File: src/rtl/mem_apb_pkg.sv
// Shared types and constants for the memory-to-APB bridge.
package mem_apb_pkg;

  typedef enum logic [1:0] {
    IDLE   = 2'd0,
    SETUP  = 2'd1,
    ACCESS = 2'd2,
    DONE   = 2'd3
  } state_e;

  localparam logic [1:0] SZ_BYTE = 2'd0;
  localparam logic [1:0] SZ_HALF = 2'd1;
  localparam logic [1:0] SZ_WORD = 2'd2;

  localparam logic [31:0] TIMEOUT_RDATA = 32'hDEADDEAD;

endpackage

File: src/rtl/mem_apb_timeout.sv
// ACCESS-phase wait counter; flags expiry on the LIMIT-th consecutive enabled cycle.
module mem_apb_timeout #(
  parameter int unsigned LIMIT = 255
) (
  input  logic clk,
  input  logic rst,
  input  logic i_count_en,
  output logic o_expired
);

  localparam int unsigned CntW = (LIMIT > 1) ? $clog2(LIMIT + 1) : 1;

  logic [CntW-1:0] r_count;

  always_ff @(posedge clk) begin
    if (rst) begin
      r_count <= '0;
    end else if (i_count_en) begin
      r_count <= r_count + CntW'(1);
    end else begin
      r_count <= '0;
    end
  end

  assign o_expired = i_count_en && (r_count == CntW'(LIMIT - 1));

endmodule

File: src/rtl/mem_apb_bridge.sv
// Single-outstanding memory request to APB completer bridge.
// Optional ACCESS-phase timeout enabled by defining MEM_APB_BRIDGE_TIMEOUT_EN.
module mem_apb_bridge
  import mem_apb_pkg::*;
#(
  parameter int unsigned PADDR_W        = 7,
  parameter int unsigned TIMEOUT_CYCLES = 255
) (
  input  logic               clk,
  input  logic               rst,
  input  logic [15:0]        mem_addr,
  input  logic               mem_read,
  input  logic               mem_write,
  input  logic [31:0]        mem_wr_data,
  input  logic [1:0]         mem_wr_width,
  output logic               mem_ready,
  output logic [31:0]        mem_rd_data,
  output logic               mem_err,
  output logic [PADDR_W-1:0] paddr,
  output logic               psel,
  output logic               penable,
  output logic               pwrite,
  output logic [31:0]        pwdata,
  output logic [1:0]         psize,
  input  logic [31:0]        prdata,
  input  logic               pready,
  input  logic               pslverr
);

  state_e             r_state;
  state_e             w_state_next;
  logic [PADDR_W-1:0] r_addr;
  logic [31:0]        r_wdata;
  logic [1:0]         r_size;
  logic               r_write;
  logic               r_armed;
  logic               r_err;
  logic [31:0]        r_rd_data;
  logic               w_capture;
  logic               w_finish;
  logic               w_timeout;
  logic               w_unused;

  // Armed gating keeps a held level request from being issued twice.
  assign w_capture = (r_state == IDLE) && r_armed && (mem_read || mem_write);
  assign w_finish  = (r_state == ACCESS) && (pready || w_timeout);

`ifdef MEM_APB_BRIDGE_TIMEOUT_EN
  logic w_expired;

  mem_apb_timeout #(
    .LIMIT(TIMEOUT_CYCLES)
  ) u_timeout (
    .clk       (clk),
    .rst       (rst),
    .i_count_en(r_state == ACCESS),
    .o_expired (w_expired)
  );

  assign w_timeout = w_expired && !pready;
  assign w_unused  = ^mem_addr[15:PADDR_W];
`else
  assign w_timeout = 1'b0;
  assign w_unused  = ^{mem_addr[15:PADDR_W], (TIMEOUT_CYCLES == 0)};
`endif

  always_ff @(posedge clk) begin
    if (rst) begin
      r_state <= IDLE;
    end else begin
      r_state <= w_state_next;
    end
  end

  always_comb begin
    w_state_next = r_state;
    unique case (r_state)
      IDLE:    if (w_capture) w_state_next = SETUP;
      SETUP:   w_state_next = ACCESS;
      ACCESS:  if (pready || w_timeout) w_state_next = DONE;
      DONE:    w_state_next = IDLE;
      default: w_state_next = IDLE;
    endcase
  end

  always_comb begin
    psel      = 1'b0;
    penable   = 1'b0;
    mem_ready = 1'b0;
    mem_err   = 1'b0;
    unique case (r_state)
      SETUP:  psel = 1'b1;
      ACCESS: begin
        psel    = 1'b1;
        penable = 1'b1;
      end
      DONE: begin
        mem_ready = 1'b1;
        mem_err   = r_err;
      end
      default: ;
    endcase
  end

  always_ff @(posedge clk) begin
    if (rst) begin
      r_addr    <= '0;
      r_wdata   <= '0;
      r_size    <= '0;
      r_write   <= 1'b0;
      r_armed   <= 1'b1;
      r_err     <= 1'b0;
      r_rd_data <= '0;
    end else begin
      if (w_capture) begin
        r_addr  <= mem_addr[PADDR_W-1:0];
        r_wdata <= mem_wr_data;
        r_write <= mem_write;
        r_size  <= mem_write ? mem_wr_width : SZ_WORD;
        r_armed <= 1'b0;
      end else if (!mem_read && !mem_write) begin
        r_armed <= 1'b1;
      end
      if (w_finish) begin
        r_err <= pready ? pslverr : 1'b1;
        if (!r_write) begin
          r_rd_data <= pready ? prdata : TIMEOUT_RDATA;
        end
      end
    end
  end

  assign paddr       = r_addr;
  assign pwrite      = r_write;
  assign pwdata      = r_wdata;
  assign psize       = r_size;
  assign mem_rd_data = r_rd_data;

endmodule

File: config.mk
export PLATFORM = sky130hd
export DESIGN_NAME = mem_apb_bridge
export DESIGN_NICKNAME = d
export VERILOG_FILES = /design/src/rtl/mem_apb_pkg.sv /design/src/rtl/mem_apb_timeout.sv /design/src/rtl/mem_apb_bridge.sv
export SDC_FILE = /design/constraint.sdc
export NUM_CORES = 1
export LEC_CHECK = 0
export BUFFER_PORTS_ARGS = -buffer_cell sky130_fd_sc_hd__buf_2
export CORE_ASPECT_RATIO = 1.2
export CORE_MARGIN = 3
export CORE_UTILIZATION = 39
export DETAILED_ROUTE_END_ITERATION = 8
export GPL_TIMING_DRIVEN = 0
export HOLD_SLACK_MARGIN = 0.12
export PLACE_DENSITY_LB_ADDON = 0.2
export SETUP_SLACK_MARGIN = 0.15
export SYNTH_ARGS = -nofsm -noshare
export SYNTH_HDL_FRONTEND = slang
export SYNTH_SLANG_ARGS = --single-unit
File: constraint.sdc
create_clock -name clk -period 1.3 [get_ports clk]
set_input_delay 0.26 -clock clk [delete_from_list [all_inputs] [get_ports clk]]
set_output_delay 0.26 -clock clk [all_outputs]
set_load 0.05 [all_outputs]
==> results.py, run 1 <==
metrics = {
    "status": {
        "run_status": "complete, but fails checks",
        "violated_checks": "setup timing",
    },
    "yosys": {
        "synth-seq-cells": 78,
        "syn-cell-area_sq_mm": 0.00280,
        "warnings_synthesis": 0,
        "yosys.cell_types.count": 23,
        "share_of_the_yosys_chip_area_belonging_to_registers_pct": 55.7,
        "synth-main-ff-cell": "sky130_fd_sc_hd__dfxtp_1",
        "syn_area_per_cell_sq_um": 8.03,
        "synth.largest_area_cell": "sky130_fd_sc_hd__dfxtp_1",
        "async_flop_share_pct": 0,
        "synth_most_common_cell": "sky130_fd_sc_hd__nand2_1",
        "synthesized_netlist_cell_count": 349,
        "synthesis.nets": 441,
        "synthTopCellsByCount": "sky130_fd_sc_hd__nand2_1 (146), sky130_fd_sc_hd__dfxtp_1 (78), sky130_fd_sc_hd__a21oi_1 (75), sky130_fd_sc_hd__clkbuf_1 (10)",
        "synth-edff-count": 0,
        "synth_largest_type_area_fraction_pct": 55.7,
        "synth.area.top_cells": "sky130_fd_sc_hd__dfxtp_1 (56%), sky130_fd_sc_hd__nand2_1 (20%), sky130_fd_sc_hd__a21oi_1 (13%), sky130_fd_sc_hd__buf_4 (1.9%), sky130_fd_sc_hd__ha_1 (1.8%)",
    },
    "routing": {
        "detailroute.via_count": 3149,
        "route.top_layer_used": "met4",
        "wl_per_cell_um": 17.0,
        "met3_length_um": 688,
        "met2_length_um": 5780,
        "detail_route.vias_per_cell": 5.00,
        "detail_route.wirelength_um": 10700,
        "remaining_drc_errors": 0,
        "wirelength_met1_um": 4000,
        "first_pass_iters": 4,
        "initialDrtViolationCount": 45,
        "final_antenna_net_count": 0,
    },
    "place": {
        "place_congestion": 0.814,
        "post-dp-hpwl_um": 5760,
        "port_buffers": 155,
        "postPlaceCellArea_sq_mm": 0.00373,
    },
    "layout": {
        "insertedDiodeCount": 0,
        "syn2layout_area_growth_pct": 103,
        "final_design_area_no_fill_sq_mm": 0.00570,
        "nets": 632,
        "layout-drive-gt1-share_pct": 83.4,
        "finish.utilization_pct": 82.7,
    },
    "clock_tree": {
        "clkTransAtPathRegs_ns": 0.08,
        "worst_skew_pair.late_latency_ns": 0.34,
        "postCtsHoldBufs": 0,
        "root_buffer": "sky130_fd_sc_hd__clkbuf_8",
        "clock_tree.htree_level_count": 3,
        "cts_tree": "yes",
        "cts_buffer_depth": 2,
        "numClockSinks": 78,
        "tritoncts.num_buffers": 9,
    },
    "timing": {
        "tcrit_tclk_final_pct": 112,
        "finalMaxSlewViolations": 0,
        "timing.fmax_mhz": 687,
        "slew_headroom_pct": 48.6,
        "finalSetupTns_ns": -2.35,
        "hold_violations": 0,
        "rsz0062_at_grt": "true",
        "setup_ws_ns": -0.157,
        "timing.final.setup_violations": 74,
        "final_period_minus_worst_setup_slack_ns": 1.46,
        "tightest_slew_ns": 0.771,
        "timing.clock.skew_ns": 0.00684,
    },
    "worst_hold_path": {
        "hold-path-cell-count": 3,
        "worst_hold_path_type": "in -> reg",
    },
    "grt": {
        "grt_antenna_before_repair": 0,
        "grt_first_pass_wirelength_um": 15800,
        "grt_start_max_net_pins": 13,
        "globalRouteOverflowTotal": 0,
        "global_route.usage.total_pct": 23.8,
        "via_count_of_the_first_global_routing_pass": 3262,
    },
    "floorplanning": {
        "die_area_sq_mm": 0.00824,
        "design.portCount": 166,
        "die_width_um": 83.4,
        "die_height_um": 98.9,
        "initial_core_util_pct": 40.6,
        "std_cell_rows": 33,
        "coreArea_sq_mm": 0.00690,
    },
    "worst_setup_path": {
        "critPathSlowestCell": "sky130_fd_sc_hd__dfxtp_4",
        "worstPathArrival_ns": 1.20,
        "critical_path.n_buffers_inverters": 1,
        "worstSetupStartpointType": "flop",
        "critPathMaxStageDelay_ns": 0.38,
        "path_delay_family": "flip-flops",
        "minimum_setup_slack_among_reg_to_reg_paths_ns": -0.08,
        "crit_path_end": "mem_err",
        "crit_chain": "ha_4 -> and2_4 -> buf_8",
        "reg2reg_from": "r_state[0]$_SDFFE_PP0P_",
        "capturing_point_of_the_worst_reg2reg_path": "mem_rd_data[20]$_SDFFE_PP0P_",
        "setup.worst_path.end_class": "output pin",
        "path_class": "reg -> out",
        "crit_path_max_fanout": 4,
        "crit_required_ns": 1.04,
        "setup.worst_path.start": "r_state[1]$_SDFFE_PP0P_",
        "r2r_cells": 7,
        "worstSetupPathDepth": 3,
    },
    "run": {
        "max-cap-violations": 0,
    },
    "power_and_ir_drop": {
        "ir_worst_vdd_v": 0.00175,
        "leakage_dissipation_nw": 2.39,
        "power.density_cell_area_mw_per_mm2": 2070,
    },
}
-- through the flow --
step	setup WS, ns	hold slack, ns	power, mW	std cells
global route	-0.205	0.138	12.4	630
global placement	-0.0580	0.439	6.84	591
finish	-0.157	0.148	11.8	630
detailed placement	-0.0821	0.440	6.90	591
CTS	-0.173	0.132	11.0	626
floorplan	0.0246	0.360	6.01	349
-- flip-flops by register name, summed over array words and instances (netlist names) --
signal       flops
mem_rd_data     32
r_err            1
pwrite           1
r_armed          1
psize            2
r_state          2
paddr            7
pwdata          32
-- timing repair --
action,in CTS,in global routing
resized for setup,351,149
endpoints found under the setup margin,152,129
cloned,12,1
pin swaps,68,36
setup buffers,9,3
-- how the worst min path moves through the flow --
stage                                  from                      end
CTS                             mem_addr[6]    paddr[6]$_SDFFE_PP0P_
floorplan                          mem_read     r_armed$_SDFFE_PP1P_
global route                 mem_wr_data[3]   pwdata[3]$_SDFFE_PP0P_
global placement    pwdata[13]$_SDFFE_PP0P_  pwdata[13]$_SDFFE_PP0P_
detailed placement    psize[0]$_SDFFE_PP0P_    psize[0]$_SDFFE_PP0P_
finish                       mem_wr_data[5]   pwdata[5]$_SDFFE_PP0P_
-- worst reg2reg max path, stage by stage (launching register included) --
cell and delay [ns]:
sky130_fd_sc_hd__dfxtp_4 0.37, sky130_fd_sc_hd__inv_4 0.08, sky130_fd_sc_hd__ha_4 0.17, sky130_fd_sc_hd__and3b_1 0.17
sky130_fd_sc_hd__buf_6 0.17, sky130_fd_sc_hd__buf_8 0.14, sky130_fd_sc_hd__nand2_2 0.05, sky130_fd_sc_hd__a21oi_2 0.15
-- report_power, final --
part	switching [mW]	total, mW	internal, mW
registers	0.393	3.28	2.89
clock network	0.842	2.09	1.25
logic	3.71	6.46	2.75
-- cell families (layout without fill, tap and decap cells) --
family / count (synthesis) / after routing / share of synthesized area [%]
flip-flops: 78 / 78 / 55.7
multiplexers: 1 / 1 / 0.357
AO/OA/AOI/OAI: 83 / 83 / 15.6
adder cells (fa/ha/maj): 4 / 4 / 1.79
AND/OR/NAND/NOR: 155 / 155 / 21.5
buffers and inverters: 28 / 222 / 5.00
-- metal layers --
layer | global-route usage, % | up-vias
li1 | - | 1513
met1 | 25.7 | 1486
met2 | 43.4 | 128
met3 | 5.85 | 22
met4 | 11.2 | 0
met5 | 0 | -
-- layout by cell type, fill, tap and decap left out, drive strengths merged --
| cell | instances |
|---|---|
| inv | 4 |
| nor2 | 1 |
| nand2 | 146 |
| nand3b | 1 |
| o211a | 1 |
| bufinv | 3 |
| o211ai | 1 |
| nand4 | 1 |
| clkbuf | 22 |
| nand3 | 2 |
| dfxtp | 78 |
| o22ai | 1 |
| o21ai | 2 |
| mux2i | 1 |
| a211oi | 2 |
| a22o | 1 |
| nand2b | 2 |
| clkinv | 2 |
| and2 | 1 |
| and3b | 1 |
| ha | 4 |
| a21oi | 75 |
| buf | 191 |
-- area by class of cell --
class | instances | area, sq um
clock inverters | 5 | 100
repair buffers | 180 | 1590
clock buffers | 9 | 124
plain buffers | 24 | 254
inverters | 4 | 20.0
multi-input cells | 243 | 1850
flip-flops and latches | 78 | 1650
fillers | 384 | 1190
well taps | 87 | 109
Note: power is estimated with default switching activity, not from simulation.
==> inputs of run 2 (changes only) <==
CORE_UTILIZATION = 46   (was 39)
CTS_CLUSTER_SIZE = 14   (was default)
clock period = 1.8 ns   (was 1.3 ns; I/O delays follow)
==> results.py, run 2 (synthesized netlist as in run 1, its figures left out) <==
metrics = {
    "status": {
        "run_status": "completed",
    },
    "timing": {
        "final_period_minus_worst_setup_slack_ns": 1.59,
        "finalSetupTns_ns": 0,
        "tightest_slew_ns": 0.542,
        "tcrit_tclk_final_pct": 88.1,
        "hold_violations": 0,
        "finalMaxSlewViolations": 0,
        "timing.clock.skew_ns": 0.00921,
        "slew_headroom_pct": 63.9,
        "timing.final.setup_violations": 0,
        "timing.fmax_mhz": 630,
        "rsz0062_at_grt": "false",
    },
    "floorplanning": {
        "coreArea_sq_mm": 0.00578,
        "std_cell_rows": 30,
        "design.portCount": 166,
        "initial_core_util_pct": 48.5,
        "die_width_um": 77.3,
        "die_area_sq_mm": 0.00707,
        "die_height_um": 91.5,
    },
    "run": {
        "max-cap-violations": 0,
    },
    "worst_setup_path": {
        "worstSetupStartpointType": "flop",
        "minimum_setup_slack_among_reg_to_reg_paths_ns": 0.36,
        "worstPathArrival_ns": 1.23,
        "path_class": "reg -> out",
        "crit_path_max_fanout": 4,
        "crit_chain": "ha_1 -> and2_2 -> buf_6",
        "reg2reg_from": "r_state[0]$_SDFFE_PP0P_",
        "setup.worst_path.start": "r_state[1]$_SDFFE_PP0P_",
        "crit_required_ns": 1.44,
        "critPathMaxStageDelay_ns": 0.34,
        "setup.worst_path.end_class": "output pin",
        "critPathSlowestCell": "sky130_fd_sc_hd__dfxtp_2",
    },
    "layout": {
        "syn2layout_area_growth_pct": 39.4,
        "layout.cells.most_common_list": "sky130_fd_sc_hd__buf_2 (159), sky130_fd_sc_hd__nand2_1 (146), sky130_fd_sc_hd__dfxtp_1 (77)",
        "final.fill_count": 542,
        "layout-drive-gt1-share_pct": 37.2,
        "layout_commonest_cell": "sky130_fd_sc_hd__buf_2",
        "nets": 607,
        "insertedDiodeCount": 0,
        "layout.cells.non_filler": 599,
    },
    "grt": {
        "via_count_of_the_first_global_routing_pass": 2693,
        "global_route.usage.total_pct": 20.5,
        "globalRouteOverflowTotal": 0,
        "grt_start_max_net_pins": 13,
        "grt_antenna_before_repair": 0,
        "grt_first_pass_wirelength_um": 11800,
    },
    "place": {
        "place_congestion": 0.726,
        "post-dp-hpwl_um": 5620,
        "port_buffers": 155,
        "placed_cells_incl_taps": 584,
    },
    "power_and_ir_drop": {
        "power.density_cell_area_mw_per_mm2": 1590,
        "internal-power_mw": 3.48,
        "switchingPower_mw": 2.73,
        "power.share.clock_pct": 20.2,
        "sw_frac_of_total_pct": 44.0,
        "leakage_dissipation_nw": 1.87,
        "comb_power_share_pct": 44.5,
        "ir_worst_vdd_v": 0.00104,
        "power_frac_seq_pct": 35.3,
    },
    "routing": {
        "final_antenna_net_count": 0,
        "wl_per_cell_um": 12.3,
        "detail_route.vias_per_cell": 4.73,
        "remaining_drc_errors": 0,
        "detail_route.wirelength_um": 7340,
        "first_pass_iters": 4,
        "detailroute.via_count": 2835,
        "initialDrtViolationCount": 78,
    },
    "clock_tree": {
        "clkTransAtPathRegs_ns": 0.08,
        "postCtsHoldBufs": 0,
        "cts_buffer_depth": 2,
        "worst_skew_pair.late_latency_ns": 0.33,
        "numClockSinks": 78,
        "clock_tree.htree_level_count": 3,
        "postCtsSetupRepairBufs": 0,
        "tritoncts.num_buffers": 9,
        "cts_tree": "yes",
        "root_buffer": "sky130_fd_sc_hd__clkbuf_8",
    },
    "worst_hold_path": {
        "hold_start": "mem_addr[0]",
        "worst_hold_path_type": "in -> reg",
    },
}
==> run 2: changes by cell type in the layout (fill, tap and decap cells not counted), moves of 8 or more <==
| cell | change |
|---|---|
| sky130_fd_sc_hd__dfxtp_4 | -8 |
| sky130_fd_sc_hd__a21oi_2 | -72 |
| sky130_fd_sc_hd__a21oi_1 | +72 |
| sky130_fd_sc_hd__buf_2 | +80 |
| sky130_fd_sc_hd__buf_6 | -81 |
| sky130_fd_sc_hd__buf_8 | -22 |
| sky130_fd_sc_hd__nand2_2 | -71 |
| sky130_fd_sc_hd__dfxtp_2 | -48 |
| sky130_fd_sc_hd__dfxtp_1 | +56 |
| sky130_fd_sc_hd__nand2_1 | +100 |
| sky130_fd_sc_hd__nand2_4 | -29 |
==> run 2: timing repair <==
item | 4_1_cts | 5_1_grt
gates resized for setup | 3 | 12
endpoints found under the setup margin | 3 | 30
cloned | 0 | 0
==> run 2: per-stage QoR <==
stage                     util (%)  setup slack [ns]  power [mW]  instance area [sq um]  hold slack (ns)
final                         67.6             0.214        6.21                   3910            0.256
after global routing          67.6             0.152        6.59                   3910            0.238
after CTS                     67.1             0.123        6.18                   3880            0.241
after detailed placement      63.7             0.230        4.91                   3680            0.445
after global placement        63.7             0.294        4.86                   3680            0.439
after floorplan                  -             0.219        4.27                   2810            0.432
==> run 2: worst max-delay path: cells and delay by family (launching register included) <==
kind | cells | cell delay, ns
flip-flops | 1 | 0.34
adder cells (fa/ha/maj) | 1 | 0.20
AND/OR/NAND/NOR | 1 | 0.21
buffers and inverters | 1 | 0.15
==> run 2: final cells by class <==
cell class	instances	area, sq um	share of cell area, %
Sequential cell	78	1560	40.0
Buffer	24	129	3.30
Clock inverter	5	50.0	1.28
Timing Repair Buffer	155	795	20.3
Clock buffer	10	138	3.52
Multi-Input combinational cell	243	1120	28.6
Tap cell	80	100	2.56
Inverter	4	15.0	0.384
==> run 2: power groups by stage <==
stage	Combinational [mW]	Clock, mW	Sequential (mW)
after floorplan	1.11	0	3.16
final	2.76	1.26	2.19
after global routing	2.99	1.37	2.23
after detailed placement	2.68	0	2.23
after global placement	2.65	0	2.21
after CTS	2.71	1.28	2.19
==> run 2: path summary, 6_finish.rpt <==
| check | to | cells after the start |
|---|---|---|
| worst max-delay path | mem_err | 3 |
| worst max register to register | mem_rd_data[29]$_SDFFE_PP0P_ | 7 |
| worst min register to register | pwdata[14]$_SDFFE_PP0P_ | 2 |
| worst min-delay path | paddr[0]$_SDFFE_PP0P_ | 3 |
==> run 2: metal layers <==
| layer | global-route usage [%] | wire length, um | vias to the layer above |
|---|---|---|---|
| li1 | - | - | 1456 |
| met1 | 22.7 | 2980 | 1264 |
| met2 | 36.2 | 3680 | 103 |
| met3 | 5.75 | 553 | 12 |
| met4 | 8.90 | 129 | 0 |
| met5 | 0 | 0 | - |
==> inputs of run 3 (changes only) <==
CORE_UTILIZATION = 45   (was 46)
==> results.py, run 3 (synthesized netlist as in run 1, its figures left out) <==
metrics = {
    "status": {
        "run_status": "completed",
    },
    "grt": {
        "grt_start_max_net_pins": 13,
        "global_route.usage.total_pct": 20.4,
        "grt_antenna_before_repair": 0,
        "via_count_of_the_first_global_routing_pass": 2775,
        "grt_first_pass_wirelength_um": 12000,
        "globalRouteOverflowTotal": 0,
    },
    "worst_setup_path": {
        "crit_required_ns": 1.44,
        "crit_path_max_fanout": 4,
        "worstSetupStartpointType": "flop",
        "setup.worst_path.end_class": "output pin",
        "path_class": "reg -> out",
        "worstPathArrival_ns": 1.22,
    },
    "layout": {
        "nets": 607,
        "layout.cells.most_common_list": "sky130_fd_sc_hd__buf_2 (159), sky130_fd_sc_hd__nand2_1 (146), sky130_fd_sc_hd__dfxtp_1 (77)",
        "final.fill_count": 544,
        "final_design_area_no_fill_sq_mm": 0.00393,
        "insertedDiodeCount": 0,
        "layout_commonest_cell": "sky130_fd_sc_hd__buf_2",
        "layout-drive-gt1-share_pct": 37.3,
        "syn2layout_area_growth_pct": 40.3,
    },
    "clock_tree": {
        "clock_tree.htree_level_count": 3,
        "worst_skew_pair.late_latency_ns": 0.33,
        "root_buffer": "sky130_fd_sc_hd__clkbuf_8",
        "cts_buffer_depth": 2,
        "numClockSinks": 78,
        "tritoncts.num_buffers": 9,
        "clkTransAtPathRegs_ns": 0.08,
        "cts_tree": "yes",
    },
    "power_and_ir_drop": {
        "sw_frac_of_total_pct": 43.0,
        "leakage_dissipation_nw": 1.87,
        "comb_power_share_pct": 43.6,
        "power.density_cell_area_mw_per_mm2": 1610,
        "switchingPower_mw": 2.72,
        "power_frac_seq_pct": 34.6,
        "power.share.clock_pct": 21.8,
        "ir_worst_vdd_v": 0.000979,
        "internal-power_mw": 3.62,
    },
    "timing": {
        "finalSetupTns_ns": 0,
        "fin_worst_hold_slack_ns": 0.252,
        "slew_headroom_pct": 65.3,
        "timing.fmax_mhz": 635,
        "rsz0062_at_grt": "false",
        "timing.clock.skew_ns": 0.00763,
        "timing.final.setup_violations": 0,
        "finalMaxSlewViolations": 0,
        "tcrit_tclk_final_pct": 87.5,
        "hold_violations": 0,
        "tightest_slew_ns": 0.521,
        "final_period_minus_worst_setup_slack_ns": 1.58,
    },
    "place": {
        "post-dp-hpwl_um": 5690,
        "place_congestion": 0.766,
        "port_buffers": 155,
        "postPlaceCellArea_sq_mm": 0.00368,
    },
    "routing": {
        "wl_per_cell_um": 12.4,
        "detailroute.via_count": 2819,
        "remaining_drc_errors": 0,
        "detail_route.vias_per_cell": 4.71,
        "first_pass_iters": 4,
        "final_antenna_net_count": 0,
        "initialDrtViolationCount": 98,
        "detail_route.wirelength_um": 7390,
    },
    "floorplanning": {
        "coreArea_sq_mm": 0.00586,
        "design.portCount": 166,
        "std_cell_rows": 30,
        "initial_core_util_pct": 47.9,
        "die_area_sq_mm": 0.00721,
        "die_width_um": 78.0,
        "die_height_um": 92.5,
    },
    "worst_hold_path": {
        "worst_hold_path_type": "in -> reg",
    },
    "run": {
        "max-cap-violations": 0,
    },
}
==> run 3: area by class of cell <==
class                      instances  area (sq um)  share of cell area, %
sequential                        78          1560                   39.8
inverter                           4          15.0                  0.382
timing repair buffer             155           795                   20.2
buffer                            24           129                   3.28
clock buffer                      10           138                   3.50
clock inverter                     4          72.6                   1.85
multi-input combinational        243          1120                   28.5
tap                               80           100                   2.55
==> run 3: power groups by stage <==
stage,Clock [mW],Combinational [mW],Sequential [mW]
global route,1.50,3.00,2.23
finish,1.38,2.76,2.20
detailed placement,0,2.69,2.23
floorplan,0,1.11,3.16
CTS,1.42,2.72,2.19
global placement,0,2.65,2.21
==> run 3: layer usage <==
metal	share of wire, %	routed length [um]	track usage (%)	vias up
met5	0	0	0	-
met3	8.5	632	7.00	15
met1	40	2960	22.4	1248
met2	50	3670	36.4	102
li1	-	-	-	1454
met4	1.9	138	7.29	0
==> run 3: worst max-delay path: stages, from the launching register on <==
cell and delay, ns:
sky130_fd_sc_hd__dfxtp_2 0.37, sky130_fd_sc_hd__inv_1 0.09, sky130_fd_sc_hd__ha_4 0.28, sky130_fd_sc_hd__buf_6 0.15
==> run 3: repair_timing <==
item                       in CTS  in global routing
hold buffers                    0                  0
resized for setup               4                 12
setup endpoints to repair       3                 33
setup buffers                   0                  0
==> run 3: path summary, 6_finish.rpt <==
check | start | endpoint | slack, ns | depth (start not counted)
min reg2reg | mem_rd_data[18]$_SDFFE_PP0P_ | mem_rd_data[18]$_SDFFE_PP0P_ | 0.45 | 2
max reg2reg | r_state[0]$_SDFFE_PP0P_ | mem_rd_data[29]$_SDFFE_PP0P_ | 0.37 | 7
max | r_state[1]$_SDFFE_PP0P_ | psel | 0.22 | 3
min | prdata[23] | mem_rd_data[23]$_SDFFE_PP0P_ | 0.25 | 3
==> run 3: per-stage QoR <==
step	power, mW	utilization (%)	setup WS, ns	cells
2_1_floorplan	4.27	-	0.219	349
3_3_place_gp	4.86	62.9	0.287	584
3_5_place_dp	4.92	62.9	0.238	584
4_1_cts	6.33	66.6	0.129	598
5_1_grt	6.73	67.1	0.153	598
6_report	6.34	67.1	0.224	598
